$ cat config.mk
export PLATFORM = sky130hd
export DESIGN_NAME = rng_harvester
export DESIGN_NICKNAME = d
export VERILOG_FILES = /design/src/rtl/rng_harvester.sv
export SDC_FILE = /design/constraint.sdc
export NUM_CORES = 1
export LEC_CHECK = 0
export CAP_MARGIN = 5
export CORE_MARGIN = 2
export CORE_UTILIZATION = 65
export DETAILED_ROUTE_END_ITERATION = 8
export DONT_BUFFER_PORTS = 1
export PLACE_DENSITY_LB_ADDON = 0.08
export SLEW_MARGIN = 20
export SYNTH_ARGS = -nofsm -noshare
export SYNTH_HDL_FRONTEND = slang
export SYNTH_SLANG_ARGS = --single-unit
$ cat constraint.sdc
create_clock -name clk -period 8.3 [get_ports clk]
set_input_delay 0.415 -clock clk [delete_from_list [all_inputs] [get_ports clk]]
set_output_delay 0.415 -clock clk [all_outputs]
set_load 0.02 [all_outputs]
$ cat src/rtl/rng_harvester.sv
// rng_harvester
// Conditions raw ring-oscillator TRNG bytes into 16-bit random words.
// After a warm-up period, DECIM raw bytes are XOR-folded into one
// conditioned byte. A repetition-count health test watches the conditioned
// bytes. Pairs of bytes are packed into words and buffered in a 4-deep FIFO.
//
// Ports:
//   clk         - single clock, rising-edge
//   rst         - synchronous active-high reset
//   rnd         - raw entropy byte, sampled every cycle
//   rnd_ready   - consumer accepts rnd_word this cycle
//   rnd_valid   - rnd_word holds an unread word (FIFO non-empty)
//   rnd_word    - FIFO head word
//   health_fail - sticky repetition-count failure flag
//   dropped_cnt - saturating count of words lost to FIFO overflow
module rng_harvester #(
  parameter int DECIM     = 4,
  parameter int WARMUP    = 16,
  parameter int RCT_LIMIT = 8
) (
  input  logic        clk,
  input  logic        rst,
  input  logic [7:0]  rnd,
  input  logic        rnd_ready,
  output logic        rnd_valid,
  output logic [15:0] rnd_word,
  output logic        health_fail,
  output logic [7:0]  dropped_cnt
);

  localparam logic [3:0] FOLD_LAST = 4'(DECIM - 1);
  localparam logic [7:0] WARM_LAST = 8'(WARMUP - 1);
  localparam logic [7:0] RCT_LIM   = 8'(RCT_LIMIT);

  typedef enum logic [1:0] {
    S_WARMUP,
    S_RUN,
    S_FAIL
  } state_t;

  state_t      state;
  state_t      state_next;

  logic [7:0]  warm_cnt;
  logic [3:0]  fold_cnt;
  logic [7:0]  acc;
  logic [7:0]  prev_byte;
  logic [7:0]  rep_cnt;
  logic        have_prev;
  logic        half;
  logic [7:0]  hi_byte;

  logic [15:0] mem [4];
  logic [1:0]  rd_ptr;
  logic [1:0]  wr_ptr;
  logic [2:0]  count;

  logic        byte_done;
  logic [7:0]  cond_byte;
  logic [7:0]  rep_next;
  logic        rct_trip;
  logic        word_done;
  logic        pop;
  logic        push_ok;
  logic        drop;

  // Fold and health-test datapath. At fold count 0 the accumulator restarts
  // from rnd, so the same expression also covers DECIM=1.
  always_comb begin
    byte_done = (state == S_RUN) && (fold_cnt == FOLD_LAST);
    cond_byte = (fold_cnt == 4'd0) ? rnd : (acc ^ rnd);
    rep_next  = (have_prev && (cond_byte == prev_byte)) ? (rep_cnt + 8'd1) : 8'd1;
    rct_trip  = byte_done && (rep_next == RCT_LIM);
    word_done = byte_done && !rct_trip && half;
    pop       = rnd_valid && rnd_ready;
    push_ok   = word_done && ((count != 3'd4) || pop);
    drop      = word_done && !push_ok;
  end

  // Next-state logic; FAIL is only left through reset.
  always_comb begin
    state_next = state;
    case (state)
      S_WARMUP: if (warm_cnt == WARM_LAST) state_next = S_RUN;
      S_RUN:    if (rct_trip) state_next = S_FAIL;
      S_FAIL:   state_next = S_FAIL;
      default:  state_next = S_WARMUP;
    endcase
  end

  // Outputs come from registers only; the head is masked while empty.
  always_comb begin
    rnd_valid = (state != S_FAIL) && (count != 3'd0);
    rnd_word  = rnd_valid ? mem[rd_ptr] : 16'h0000;
  end

  always_ff @(posedge clk) begin
    if (rst) begin
      state <= S_WARMUP;
    end else begin
      state <= state_next;
    end
  end

  // Control and FIFO bookkeeping. A health trip flushes the FIFO and
  // discards the tripping byte.
  always_ff @(posedge clk) begin
    if (rst) begin
      warm_cnt    <= 8'd0;
      fold_cnt    <= 4'd0;
      acc         <= 8'd0;
      prev_byte   <= 8'd0;
      rep_cnt     <= 8'd0;
      have_prev   <= 1'b0;
      half        <= 1'b0;
      hi_byte     <= 8'd0;
      rd_ptr      <= 2'd0;
      wr_ptr      <= 2'd0;
      count       <= 3'd0;
      health_fail <= 1'b0;
      dropped_cnt <= 8'd0;
    end else begin
      if (state == S_WARMUP) begin
        warm_cnt <= warm_cnt + 8'd1;
      end

      if (state == S_RUN) begin
        fold_cnt <= byte_done ? 4'd0 : (fold_cnt + 4'd1);
        acc      <= cond_byte;
      end

      if (byte_done) begin
        prev_byte <= cond_byte;
        rep_cnt   <= rep_next;
        have_prev <= 1'b1;
        if (!rct_trip) begin
          if (!half) begin
            hi_byte <= cond_byte;
          end
          half <= ~half;
        end
      end

      if (rct_trip) begin
        health_fail <= 1'b1;
        rd_ptr      <= 2'd0;
        wr_ptr      <= 2'd0;
        count       <= 3'd0;
      end else begin
        if (push_ok) begin
          wr_ptr <= wr_ptr + 2'd1;
        end
        if (pop) begin
          rd_ptr <= rd_ptr + 2'd1;
        end
        count <= count + {2'b00, push_ok} - {2'b00, pop};
      end

      if (drop && (dropped_cnt != 8'hFF)) begin
        dropped_cnt <= dropped_cnt + 8'd1;
      end
    end
  end

  // Storage needs no reset: the head is masked whenever the FIFO is empty.
  always_ff @(posedge clk) begin
    if (!rst && push_ok && !rct_trip) begin
      mem[wr_ptr] <= {hi_byte, cond_byte};
    end
  end

endmodule

# After elaboration in Yosys (flattened, before gate mapping)
# Memory sizes are Yosys's and may differ from the RTL's. A register that Yosys moved wholly into a read port is not among the register bits.
# Index checks and enable logic that the tools add are counted.
dict set report totals {
  mem_bits_rw 64
  reg_bits 64
  output_inout_bits 26
  memories 1
  latch_bits 0
  elab_cells 71
  inputBits 11
  mem_bits_ro 0
}
# memory words word_bits rd rd_ports_with_merged_regs wr line
set memory_table {}
lappend memory_table {mem 4 16 1 1 1 53} ;# logic [15:0] mem [4];
dict set report classes {
  n_eq_ne 11
  n_shift 0
  muxes 11
  n_bitwise 3
  order_cmp 0
  add_sub_neg 8
  n_div 0
  n_mul 0
  n_reduce_logical 23
}
# cell count
set op_table {}
lappend op_table {{adder 8 x 1 -> 8 bit, second input constant} 3}
lappend op_table {{equality test 8 x 4 -> 1 bit, second input constant} 2}
lappend op_table {{two-way mux 16 bit} 1}
lappend op_table {{two-way mux 8 bit} 2}
lappend op_table {{logical AND 1 bit} 12}
lappend op_table {{equality test 8 bit} 1}
lappend op_table {{two-way mux 2 bit} 4}
lappend op_table {{inequality test 8 bit, second input constant} 1}
lappend op_table {{bitwise XOR 8 bit} 1}
lappend op_table {{inequality test 2 bit, second input constant} 3}
lappend op_table {{case mux 2 bit (3 select lines)} 1}
lappend op_table {{adder 2 x 1 -> 2 bit, second input constant} 2}
lappend op_table {{adder 4 x 1 -> 4 bit, second input constant} 1}
lappend op_table {{equality test 4 x 2 -> 1 bit, second input constant} 1}
lappend op_table {{zero test 4 bit} 1}
lappend op_table {{two-way mux 4 bit} 1}
lappend op_table {{AND reduction 2 bit} 2}
lappend op_table {{adder 3 x 1 -> 3 bit} 1}
lappend op_table {{zero test 1 bit} 3}
lappend op_table {{inequality test 3 bit, second input constant} 1}
lappend op_table {{AND reduction 3 bit} 1}
lappend op_table {{nonzero test 3 bit} 1}
lappend op_table {{subtractor 3 x 1 -> 3 bit} 1}
lappend op_table {{equality test 2 x 1 -> 1 bit, second input constant} 1}
lappend op_table {{6 further kinds} 8}

# Longest topological paths before layout
dict set report depth {
  depth_word 15
  mapped_depth 17
  ltp_nobuf 16
}

# Worst setup path before layout
# Ideal clock, no wire load.
dict set report synth_path {
  path_type {reg2reg}
  startpoint {reg fold_cnt[0]}
  endpoint {reg count[2]}
  t_arrival_ns 3.155
  slack_ns 5.012
  synth_period_minus_slack_ns 3.288
  required_time_ns 8.167
  setup_ns 0.133
  n_path_buf 1
  stages_incl_launch_ff 17
  cell_sequence {dfxtp_1 -> inv_1 -> ha_1 -> or3b_1 -> buf_4 -> and3_1 -> nor4_4 -> nand4_4 -> o21ai_4 -> ha_1 -> inv_1 -> ha_1 -> inv_1 -> fa_1 -> xor2_1 -> xnor2_1 -> nor3_1}
}
dict set report synth_between {
  elab_chain_len 13
  word_cells_on_any_way 16
  cone_classes {2 x add/sub; 3 x eq/ne; 2 x mux; 9 x reduce/logical}
}
# item line
set synth_rtl {}
lappend synth_rtl {{from (decl)} 45} ;# logic [3:0] fold_cnt;
lappend synth_rtl {{from (signal assigned)} 128} ;# fold_cnt <= byte_done ? 4'd0 : (fold_cnt + 4'd1);
lappend synth_rtl {{zero test 4 bit} 71} ;# cond_byte = (fold_cnt == 4'd0) ? rnd : (acc ^ rnd);
lappend synth_rtl {{two-way mux 8 bit} 71}
lappend synth_rtl {{equality test 8 bit} 72} ;# rep_next = (have_prev && (cond_byte == prev_byte)) ? (rep_cnt + 8'd1) : 8'd1;
lappend synth_rtl {{logical AND 1 bit} 72}
lappend synth_rtl {{two-way mux 8 bit} 72}
lappend synth_rtl {{equality test 8 x 4 -> 1 bit} 73} ;# rct_trip = byte_done && (rep_next == RCT_LIM);
lappend synth_rtl {{logical AND 1 bit} 73}
lappend synth_rtl {{zero test 1 bit} 74} ;# word_done = byte_done && !rct_trip && half;
lappend synth_rtl {{logical AND 1 bit (2 in series)} 74}
lappend synth_rtl {{logical AND 1 bit} 76} ;# push_ok = word_done && ((count != 3'd4) || pop);
lappend synth_rtl {{adder 3 x 1 -> 3 bit} 156} ;# count <= count + {2'b00, push_ok} - {2'b00, pop};
lappend synth_rtl {{subtractor 3 x 1 -> 3 bit} 156}
lappend synth_rtl {{to (signal assigned)} 156}
lappend synth_rtl {{to (decl)} 56} ;# logic [2:0] count;
# Several ways; a longest one is shown, not always the timed one.
# A chain may end at the register's enable or synchronous reset.

# Worst setup path in the final report
# Same ends and word-level chain as after synthesis.

==> results by group <==
Floorplan
  • CORE AREA: between 0.008 and 0.009 mm2
  • Initial Utilization: about two thirds
  • Row Count: 34
  • Vert. Die Dim: 99.35 um
  • Area of the die: 0.009870 mm2
  • Die X: just under 100 um
  • I/O Pins: 37

Critical path
  • Worst R2R End: count[2]$_SDFF_PP0_
  • CP cell instances: inv_1 > ha_1 > or3b_1 > and3_1 > nor4_4 > nand4_4 > o21ai_4 > ha_1 > inv_1 > ha_1 > inv_1 > fa_1 > xor2_1 > xnor2_1 > nor3_1
  • Crit Path Class: reg2reg
  • R2R setup slack: around 4.5 ns
  • Reg2Reg Launch Point: fold_cnt[0]$_SDFFE_PP0P_
  • R2R depth: 15
  • Crit-path max FO: 17
  • Slowest-stage cell, CP: or3b_1
  • Required time of the critical path: 8.70 ns
  • Startpoint types: flip-flop
  • Worst path max stage delay: 0.63 ns
  • CP Capture Type: flip-flop
  • Worst Path Arrival: between 4 and 5 ns

Clock network
  • H-tree levels: 4
  • Clk_lat worst skew: roughly 0.53 ns
  • Clk slew on worst S/H paths: approximately 0.06 ns
  • Longest Clk Path Bufs: 2
  • Total CTS buffers: 17
  • Post-cts resize count: 0
  • Root buffer cell: clkbuf_8
  • Clk sink count: 130
  • Post-CTS Repair Setup Buffers: 0
  • CTS tree: built

Timing
  • Hold Violations, Final: 0
  • Final setup vio count: 0
  • Fin crit period: ~3.8 ns
  • Max Clk Rate: 0.2648 GHz
  • Final Max Tran Viols: 0
  • Least-Margin Pin Slew: around 0.90 ns
  • Fin Clk Skew: around 0.012 ns
  • Setup TNS: 0 ns
  • RSZ-0062 raised after global routing: no
  • Final critical-path share of the clock period: ~46%
  • Rel. slew slack: between 40% and 50%

Synth
  • Top post-synthesis cells by area: edfxtp_1 33%, dfxtp_1 22%, mux4_2 6.1%, ha_1 3.2%, nor2_1 2.9%
  • Post-synth EDFFs: 64
  • Syn Area/Cell: 11.94 um2
  • Cell variety after synth: between 60 and 70
  • Yosys Warn Count: 0
  • Number of synthesized register bits: 130
  • Post-synth top flop: dfxtp_1
  • Post-synth top area share: about 33%
  • Asr flop ratio synth: 0%
  • Synthesized cell area: 0.005909 mm2
  • Area leader, netlist: edfxtp_1
  • Syn_nets: 522
  • Sequential fraction of the synthesis area: a little over half
  • Cells after Synth: slightly below 500

Placement
  • Count of input and output buffers: 0
  • Dpl hpwl: roughly 6.8 mm
  • Routability cong.: between 0.7 and 0.8
  • Dpl cell area: 0.005966 mm2
  • DP Cell Count: between 500 and 600

Cells and area
  • Final instance area: between 0.006 and 0.007 mm2
  • Final #Nets: roughly 520
  • Ant. Diodes: 0
  • Cell Count, Final, Fillers Out: between 600 and 700
  • Share of layout cells above drive strength 1: 14.17%
  • Area Growth Syn to Fin: 10.99%
  • FILL cells: about 580
  • Final Util: about 75%

Routing
  • Routed WL per cell: about 17 um
  • First DRT Iteration DRCs: roughly 160
  • Vias per inst: 5.955
  • # DRC: 0
  • Vias post-DR: 3668
  • Drt pass-1 iters: 5
  • Post-route ant nets: 0
  • WL final: ~11 mm

Min path
  • Hold EP: dropped_cnt[0]$_SDFFE_PP0P_
  • Worst Hold Launch: rst
  • Worst hold path type: in2reg
  • Hold depth: 2

Power and ir drop
  • Max IR drop VDD: between 0.15 and 0.2 mV
  • Total power draw: 1738 uW
  • PD cells: around 270 mW/mm2
  • Lkg Pwr: about 0.0024 uW

GRT
  • Vias in the first global route: roughly 3700
  • Pin count of the biggest net entering global routing: 59
  • All-layer global routing usage: 23.98%
  • Global-route wire length before repair: 18.13 mm
  • Initial antenna violation count: 0
  • Grt ovf: 0

Job
  • Max-cap viol count: 0

Run status
  • Status: completed
kinds of logic (layout without fill, tap and decap cells):
group	count (synthesis)	after routing	share of synthesized area (%)
flops	130	130	54.88
mux	30	30	8.490
xor+xnor	27	27	4.446
fa+ha+maj	16	16	3.515
buf+inv	45	58	3.261
simple gates	177	177	17.28
compound gates	70	70	8.131
cells in the final DEF (no fill, tap or decap), types with 13 or more instances in the layout:
cell,instances
xor2_1,14
mux4_2,16
dfxtp_1,66
clkbuf_16,17
and2_1,23
inv_1,19
edfxtp_1,64
nand3_1,13
nor2_1,46
mux2i_1,13
nor3_1,13
a21oi_1,23
nand2_1,26
ha_1,15
a211oi_1,16
metal layers:
metal  up-vias  share of wire, %  track usage [%]
met5         -                 0                0
met4         0               1.5            9.062
met3        14               4.3            7.449
met2        68                50            39.35
met1      1786                44            30.09
li1       1800                 -                -
cell usage after synthesis, drive strengths merged, types with 2 or more instances:
library cell   n
and2          23
o311ai         2
mux2i         13
edfxtp        64
nor4           3
ha            15
or3            3
nor3          18
xor2          14
nor4bb         2
inv           21
o31ai          3
a211oi        18
nor3b          4
or4            4
and3          10
or2            2
o41ai          2
xnor2         13
clkbuf        16
a21o           2
dfxtp         66
nor4b          2
nor2b          6
mux4          16
nand3b         3
nand2         26
nand3         13
nor2          47
nand4          6
o21ai         14
or3b           2
a21oi         23
buf            8
sequential cells by signal, summed over array words and instances, names as in the netlist, named ones only:
signal	cells
state	2
count	3
warm_cnt	8
prev_byte	8
mem	64
half	1
acc	8
hi_byte	8
rep_cnt	8
rd_ptr	2
fold_cnt	4
wr_ptr	2
health_fail	1
have_prev	1
dropped_cnt	8
worst max path at each step:
stage          cells past startpoint  slack (ns)                     start                   to
6_report                          15        4.52  fold_cnt[0]$_SDFFE_PP0P_  count[2]$_SDFF_PP0_
5_1_grt                           15        4.15  fold_cnt[0]$_SDFFE_PP0P_  count[2]$_SDFF_PP0_
4_1_cts                           15        4.53  fold_cnt[0]$_SDFFE_PP0P_  count[2]$_SDFF_PP0_
3_5_place_dp                      16        4.52  fold_cnt[0]$_SDFFE_PP0P_  count[2]$_SDFF_PP0_
3_3_place_gp                      15        4.64  fold_cnt[0]$_SDFFE_PP0P_  count[2]$_SDFF_PP0_
2_1_floorplan                     16        5.01  fold_cnt[0]$_SDFFE_PP0P_  count[2]$_SDFF_PP0_
metrics by stage:
stage                     hold slack [ns]  setup slack, ns
final                             0.06740            4.523
after global routing              0.05072            4.151
after CTS                         0.05730            4.525
after floorplan                    0.4472            5.012
after detailed placement           0.4674            4.522
after global placement             0.4614            4.644
cell type report:
cell class	count	area, um2	share of cell area, %
Inverter	21	78.83	1.202
Sequential cell	130	3243	49.45
Timing Repair Buffer	5	57.56	0.8775
Clock inverter	11	101.3	1.545
Tap cell	108	135.1	2.060
Clock buffer	21	460.4	7.020
Multi-Input combinational cell	320	2482	37.85
power by group:
part,switching [uW],total (uW),internal (uW)
clock network,270,693,423
registers,33.8,741,707
logic,182,305,123
total,485,1740,1250
worst max-delay path: cells and delay by family (launching register included):
kind / cells / cell delay [ns]
AND/OR/NAND/NOR: 5 / 1.62
adder cells (fa/ha/maj): 4 / 0.93
flip-flops: 1 / 0.35
XOR/XNOR: 2 / 0.30
AO/OA/AOI/OAI: 1 / 0.29
buffers and inverters: 3 / 0.18
what timing repair did:
| action | 4_1_cts | 5_1_grt |
|---|---|---|
| endpoints found under the hold margin | 59 | 0 |
| hold buffers | 1 | 0 |
| setup endpoints to repair | 0 | 0 |
(Power assumes the default switching activity.)
